--- src/rtl/fetch_stage.sv ---
// Instruction-fetch front end: owns the fetch PC, issues wait-state-capable
// instruction-memory requests and holds the IF/ID pipeline register.
module fetch_stage #(
  parameter logic [31:0] RESET_PC = 32'h0000_0000
) (
  input  logic        clk,
  input  logic        reset,
  input  logic        stallD,
  input  logic        pcsrcD,
  input  logic        jumpD,
  input  logic [31:0] pcbranchD,
  output logic        imem_req,
  output logic [31:0] imem_addr,
  input  logic [31:0] imem_rdata,
  input  logic        imem_ready,
  output logic [31:0] instrD,
  output logic [31:0] pcplus4D,
  output logic        validD,
  output logic [5:0]  opD,
  output logic [5:0]  functD
);

  typedef enum logic [1:0] {FETCH, BUF, DROP} state_t;

  state_t      state_q, state_d;
  logic [31:0] pc_q, pc_d;
  logic [31:0] buf_q, buf_d;
  logic [31:0] redir_q, redir_d;
  logic [31:0] instr_q, instr_d;
  logic [31:0] pcplus4_q, pcplus4_d;
  logic        valid_q, valid_d;

  logic        redirect;
  logic [31:0] target;

  assign redirect = valid_q & ~stallD & (pcsrcD | jumpD);
  assign target   = jumpD ? {pcplus4_q[31:28], instr_q[25:0], 2'b00} : pcbranchD;

  always_comb begin
    state_d   = state_q;
    pc_d      = pc_q;
    buf_d     = buf_q;
    redir_d   = redir_q;
    instr_d   = instr_q;
    pcplus4_d = pcplus4_q;
    valid_d   = valid_q;
    unique case (state_q)
      FETCH: begin
        if (redirect) begin
          instr_d = '0;
          valid_d = 1'b0;
          if (imem_ready) begin
            pc_d = target;
          end else begin
            redir_d = target;
            state_d = DROP;
          end
        end else if (imem_ready) begin
          pc_d = pc_q + 32'd4;
          if (!stallD) begin
            instr_d   = imem_rdata;
            pcplus4_d = pc_q + 32'd4;
            valid_d   = 1'b1;
          end else begin
            buf_d   = imem_rdata;
            state_d = BUF;
          end
        end else if (!stallD) begin
          instr_d = '0;
          valid_d = 1'b0;
        end
      end
      BUF: begin
        // pc_q already points past the buffered word, so it is that word's PC+4
        if (redirect) begin
          pc_d    = target;
          instr_d = '0;
          valid_d = 1'b0;
          state_d = FETCH;
        end else if (!stallD) begin
          instr_d   = buf_q;
          pcplus4_d = pc_q;
          valid_d   = 1'b1;
          state_d   = FETCH;
        end
      end
      DROP: begin
        if (imem_ready) begin
          pc_d    = redir_q;
          state_d = FETCH;
        end
        if (!stallD) begin
          instr_d = '0;
          valid_d = 1'b0;
        end
      end
      default: state_d = FETCH;
    endcase
  end

  always_ff @(posedge clk) begin
    if (reset) begin
      state_q   <= FETCH;
      pc_q      <= RESET_PC;
      buf_q     <= '0;
      redir_q   <= '0;
      instr_q   <= '0;
      pcplus4_q <= '0;
      valid_q   <= 1'b0;
    end else begin
      state_q   <= state_d;
      pc_q      <= pc_d;
      buf_q     <= buf_d;
      redir_q   <= redir_d;
      instr_q   <= instr_d;
      pcplus4_q <= pcplus4_d;
      valid_q   <= valid_d;
    end
  end

  assign imem_req  = ~reset & (state_q != BUF);
  assign imem_addr = pc_q;
  assign instrD    = instr_q;
  assign pcplus4D  = pcplus4_q;
  assign validD    = valid_q;
  assign opD       = instr_q[31:26];
  assign functD    = instr_q[5:0];

endmodule

--- config.mk ---
export PLATFORM = sky130hd
export DESIGN_NAME = fetch_stage
export DESIGN_NICKNAME = d
export VERILOG_FILES = /design/src/rtl/fetch_stage.sv
export SDC_FILE = /design/constraint.sdc
export NUM_CORES = 1
export LEC_CHECK = 0
export BUFFER_PORTS_ARGS = -buffer_cell sky130_fd_sc_hd__buf_2
export CORE_MARGIN = 1
export CORE_UTILIZATION = 60
export CTS_CLUSTER_SIZE = 25
export DETAILED_ROUTE_END_ITERATION = 16
export PLACE_DENSITY_LB_ADDON = 0.1
export SYNTH_ARGS = -nofsm -noshare
export SYNTH_HDL_FRONTEND = slang
export SYNTH_SLANG_ARGS = --single-unit
--- constraint.sdc ---
create_clock -name clk -period 5.96 [get_ports clk]
set_input_delay 0.894 -clock clk [delete_from_list [all_inputs] [get_ports clk]]
set_output_delay 0.894 -clock clk [all_outputs]
set_load 0.05 [all_outputs]
# Word level (Yosys, flattened, before mapping)
# Cells that the tools add are included.
[word_totals] word_cells=74 output_inout_bits=110 in_bits=70 regBits=163
[classes] n_reduce_logical=9 bitwise_logic=8 n_mux=34 eq_ne=15 add_sub_neg=1
[ops] op="$mux 32" count=17
[ops] op="$pmux 32 s3" count=2
[ops] op="$pmux 32 s2" count=1
[ops] op="$add 32x3->32 const B" count=1
[ops] op="$mux 2" count=7
[ops] op="$ne 2x2->1 const B" count=7
[ops] op="$ne 3x3->1 const B" count=4
[ops] op="$reduce_and 4->1" count=2
[ops] op="$pmux 2 s3" count=1
[ops] op="$reduce_and 3->1" count=2
[ops] op="$reduce_and 6->1" count=1
[ops] op="$mux 1" count=5
[ops] op="$reduce_and 5->1" count=1
[ops] op="$ne 4x4->1 const B" count=1
[ops] op="$not 1->1" count=4
[ops] op="$and 1x1->1" count=3
[ops] op="$pmux 1 s3" count=1
[ops] op="$reduce_bool 3->1" count=1
[ops] op="$eq 2x1->1 const B" count=1
[ops] op="$eq 2x2->1 const B" count=1
[ops] op="$logic_not 2->1" count=1
[ops] op="$ne 2x1->1 const B" count=1
[ops] op="$reduce_bool 2->1" count=1
[ops] op="$or 1x1->1" count=1

# Longest topological paths before layout
[depth] word_depth=5 depth_mapped=10 mapped_depth_nobuf=7

# Least setup slack after synthesis
# OpenSTA, ideal clock, no wires.
[synth_path] kind="input to output" startpoint="input reset" endpoint="output imem_req" arrival_time_ns=1.935 path_slack_ns=3.131 path_buffers=2 required_time_ns=5.066 cell_stages=3 path_cell_list="clkbuf_1 clkbuf_1 nor2_1"
[synth_via] elab_chain_len=2
[synth_lines] element="from (decl)" line_no="7" text="input logic reset,"
[synth_lines] element="$not 1->1" line_no="121" text="assign imem_req = ~reset & (state_q != BUF);"
[synth_lines] element="$and 1x1->1" line_no="121"
[synth_lines] element="to (decl)" line_no="12" text="output logic imem_req,"
# Every way passes these cells.

# Final worst setup path
[layout_path] startpoint="input jumpD" endpoint="register pc_q[21] (netlist: imem_addr[21])"
[layout_via] elab_chain_len=4 word_cells_on_any_way=9 classes_between="1 x eq/ne; 5 x mux; 2 x bitwise; 1 x reduce/logical"
[layout_lines] element="from (decl)" line_no="10" text="input logic jumpD,"
[layout_lines] element="$mux 32 or $or 1x1->1 (tied branches)" line_no="37, 36"
[layout_lines] element="$mux 32 or $and 1x1->1 (tied branches)" line_no="52, 36"
[layout_lines] element="$mux 32 or $ne 2x2->1 (tied branches)"
[layout_lines] element="$pmux 32 s3 or $reduce_and 4->1 (tied branches)"
[layout_lines] element="to (signal assigned)" line_no="112" text="pc_q <= pc_d;"
[layout_lines] element="to (decl)" line_no="26" text="logic [31:0] pc_q, pc_d;"
# Parallel ways exist; a longest one is shown, timed or not. The select of a mux whose other input is x is not followed.
# A chain may end at the register's enable or synchronous reset.

==> flow_summary.yaml <==
clock_network:
  cts_hold_buf: 0
  clock-sinks: 163
  numCtsBuffers: 17
  htreeDepth: 4
  cts.repair.resized: 0
  clk_latency_ns: 0.43
  cts_setup_buffers: 0
  cts_root_buf: "clkbuf_16"
  clockBufferDepth: 2
  cts_tree: "built"
  cts.clk_slew.worst_paths_ns: 0.06
placed_design:
  hpwl_um: 17330
  portBuffers: 179
  gp_congestion: 0.9997
grt:
  grt_pass1_wl_um: 42360
  grt_antenna_before_repair: 0
  track_usage_pct: 35.98
  overflow: 0
  grt_max_degree: 62
  grt_pass1_vias: 7942
finish:
  drive_above_1_share_pct: 21.60
  fin_nets: 1261
  area_growth_pct: 15.30
  diodes: 0
floorplanning:
  rows: 43
  core-area_sq_um: 14100
  fp.dieW_um: 123.1
  die-area_sq_um: 15140
  dieHeight_um: 123.1
  initial_core_util_pct: 62.38
  ios: 180
synthesis:
  synthArstFlopShare_pct: 0
  synth_seq_cells: 163
  netlist_area_sq_um: 8793
  netlist_instances: 1098
  synthFlopType: "dfxtp_1"
  ys_seq_area_share_pct: 37.11
  yosysWarnings: 0
  syn_avg_cell_area_sq_um: 8.009
  synth_edf_count: 0
  synth_cell_types: 64
  synth_nets: 1173
sta:
  setup_viol: 0
  grt_setup_unrepaired: "no"
  fin_crit_sh_pct: 52.36
  drv_slew: 0
  fin_tns_setup_ns: 0
  finalCriticalPeriod_ns: 3.121
  fmax_mhz: 320.4
  fin_skew_ns: 0.008246
  hold_viol: 0
  max_slew_margin_pct: 22.43
  worst_slew_pin_slew_ns: 1.161
flow_run:
  maxCapViolations: 0
detailed_routing:
  drt_wl_total_um: 26840
  drc: 0
  drt_first_pass_iters: 7
  ant_nets: 0
  drt-initial-drc-count: 889
  vias: 9004
  routedWlPerCell_um: 19.46
  viasPerCell: 6.529
critical_path:
  critPathMostFrequentCell: "a2111oi_0"
  critPathLaunchType: "primary input"
  path_max_fanout: 33
  critPathCaptureType: "flop"
  crit_type: "in2reg"
  cp.required_ns: 6.24
  crit_arrival_ns: 3.40
  cp_slowest_cell: "nand2_1"
  path_buf_inv: 2
  cp_slowest_stage_delay_ns: 0.61
  worstPathCellList: "buf_2, buf_4, o21ai_1, o21ai_0, nand2_1, a2111oi_0, a2111oi_0"
  critical-path-top-delay-family: "compound AO/OA/AOI/OAI gates"
hold_path:
  hp-class: "reg2reg"
outcome:
  status: "finished, final reports clean"
power:
  power.total_mw: 3.771
  p_leak_nw: 3.901
  ir_drop_v: 0.0002823
  cellPowerDensity_nw_per_um2: 371.9
worst paths after layout:
path                            slack (ns)  depth (start not counted)             to       start
worst max-delay path                  2.84                          7  imem_addr[21]       jumpD
worst min-delay path                  0.45                          2     redir_q[1]  redir_q[1]
worst max register to register        2.86                          7  imem_addr[29]  state_q[0]
worst min register to register        0.45                          2     redir_q[1]  redir_q[1]
tightest hold or removal path: cells and delay by family (launching register included):
kind               cells  cell delay [ns]
DFF                    1             0.31
AOI/OAI and AO/OA      1             0.05
and+or+nand+nor        1             0.05
cell usage after synthesis (15+ instances only):
| cell | count | area, sq um |
|---|---|---|
| a211oi_1 | 46 | 345.3 |
| nor3_1 | 32 | 160.2 |
| nor2_1 | 103 | 386.6 |
| xnor2_1 | 25 | 219.0 |
| clkbuf_1 | 93 | 349.1 |
| a221oi_1 | 72 | 630.6 |
| nand3_1 | 22 | 110.1 |
| o31ai_1 | 37 | 277.8 |
| buf_4 | 15 | 112.6 |
| o21ai_0 | 29 | 145.1 |
| mux2i_1 | 31 | 310.3 |
| nand2_1 | 151 | 566.8 |
| dfxtp_1 | 163 | 3263 |
| a21oi_1 | 76 | 380.4 |
routing by layer:
layer	vias up	GRT usage [%]	part of all wire, %
li1	4248	-	-
met5	-	0	0
met1	4188	49.80	43
met2	521	54.78	45
met3	47	8.533	10
met4	0	12.42	2.0
area by class of cell:
| class | count | area, sq um |
|---|---|---|
| Tap cell | 180 | 225.2 |
| Sequential cell | 163 | 3263 |
| Inverter | 13 | 48.80 |
| Clock inverter | 11 | 125.1 |
| Timing Repair Buffer | 197 | 1033 |
| Clock buffer | 21 | 480.5 |
| Fill cell | 1212 | 3958 |
| Multi-Input combinational cell | 794 | 4962 |
logic make-up after synthesis:
family / Yosys count / share of synthesized area (%)
AOI/OAI and AO/OA: 333 / 27.15
and+or+nand+nor: 379 / 19.71
xor gates and xnor gates: 34 / 3.387
DFF: 163 / 37.11
muxes: 43 / 5.065
adders and majority gates: 5 / 0.7114
buffers and inverters: 141 / 6.872
sequential cells by signal, summed over array words and instances (netlist names):
signal / cells
pcplus4D: 32
imem_addr: 32
redir_q: 32
validD: 1
buf_q: 32
state_q: 2
instrD: 32
metrics by stage:
| stage | hold slack (ns) | worst slack [ns] | utilization, % | area [sq um] | instances |
|---|---|---|---|---|---|
| after floorplan | 0.4357 | 3.131 | - | 8793 | 1098 |
| after global placement | 0.4422 | 2.685 | 67.63 | 9533 | 1347 |
| after detailed placement | 0.4461 | 2.493 | 67.63 | 9533 | 1347 |
| after CTS | 0.4557 | 2.929 | 71.92 | 10140 | 1379 |
| after global routing | 0.4693 | 2.627 | 71.92 | 10140 | 1379 |
| final | 0.4542 | 2.839 | 71.92 | 10140 | 1379 |
cell usage in the layout, fill, tap and decap left out, types with 9 or more instances in the layout:
master	n
dfxtp_1	163
mux2i_1	31
o211ai_1	11
nand4_1	14
a221oi_1	72
mux2_2	12
buf_2	178
a211oi_1	46
o21ai_0	29
nor3_1	31
nor4_1	14
xnor2_1	25
buf_4	19
nand2_1	151
inv_1	12
xor2_1	9
o31ai_1	37
nor2_1	97
nand3_1	22
a21oi_1	75
clkbuf_16	17
where the power goes:
| part | leakage, nW | internal, mW | switching (mW) |
|---|---|---|---|
| sequential | 1.33 | 1.21 | 0.168 |
| combinational | 2.27 | 0.359 | 0.915 |
| clock | 0.296 | 0.663 | 0.453 |
| total | 3.90 | 2.24 | 1.54 |
Note: power is estimated with default switching activity, not from simulation.
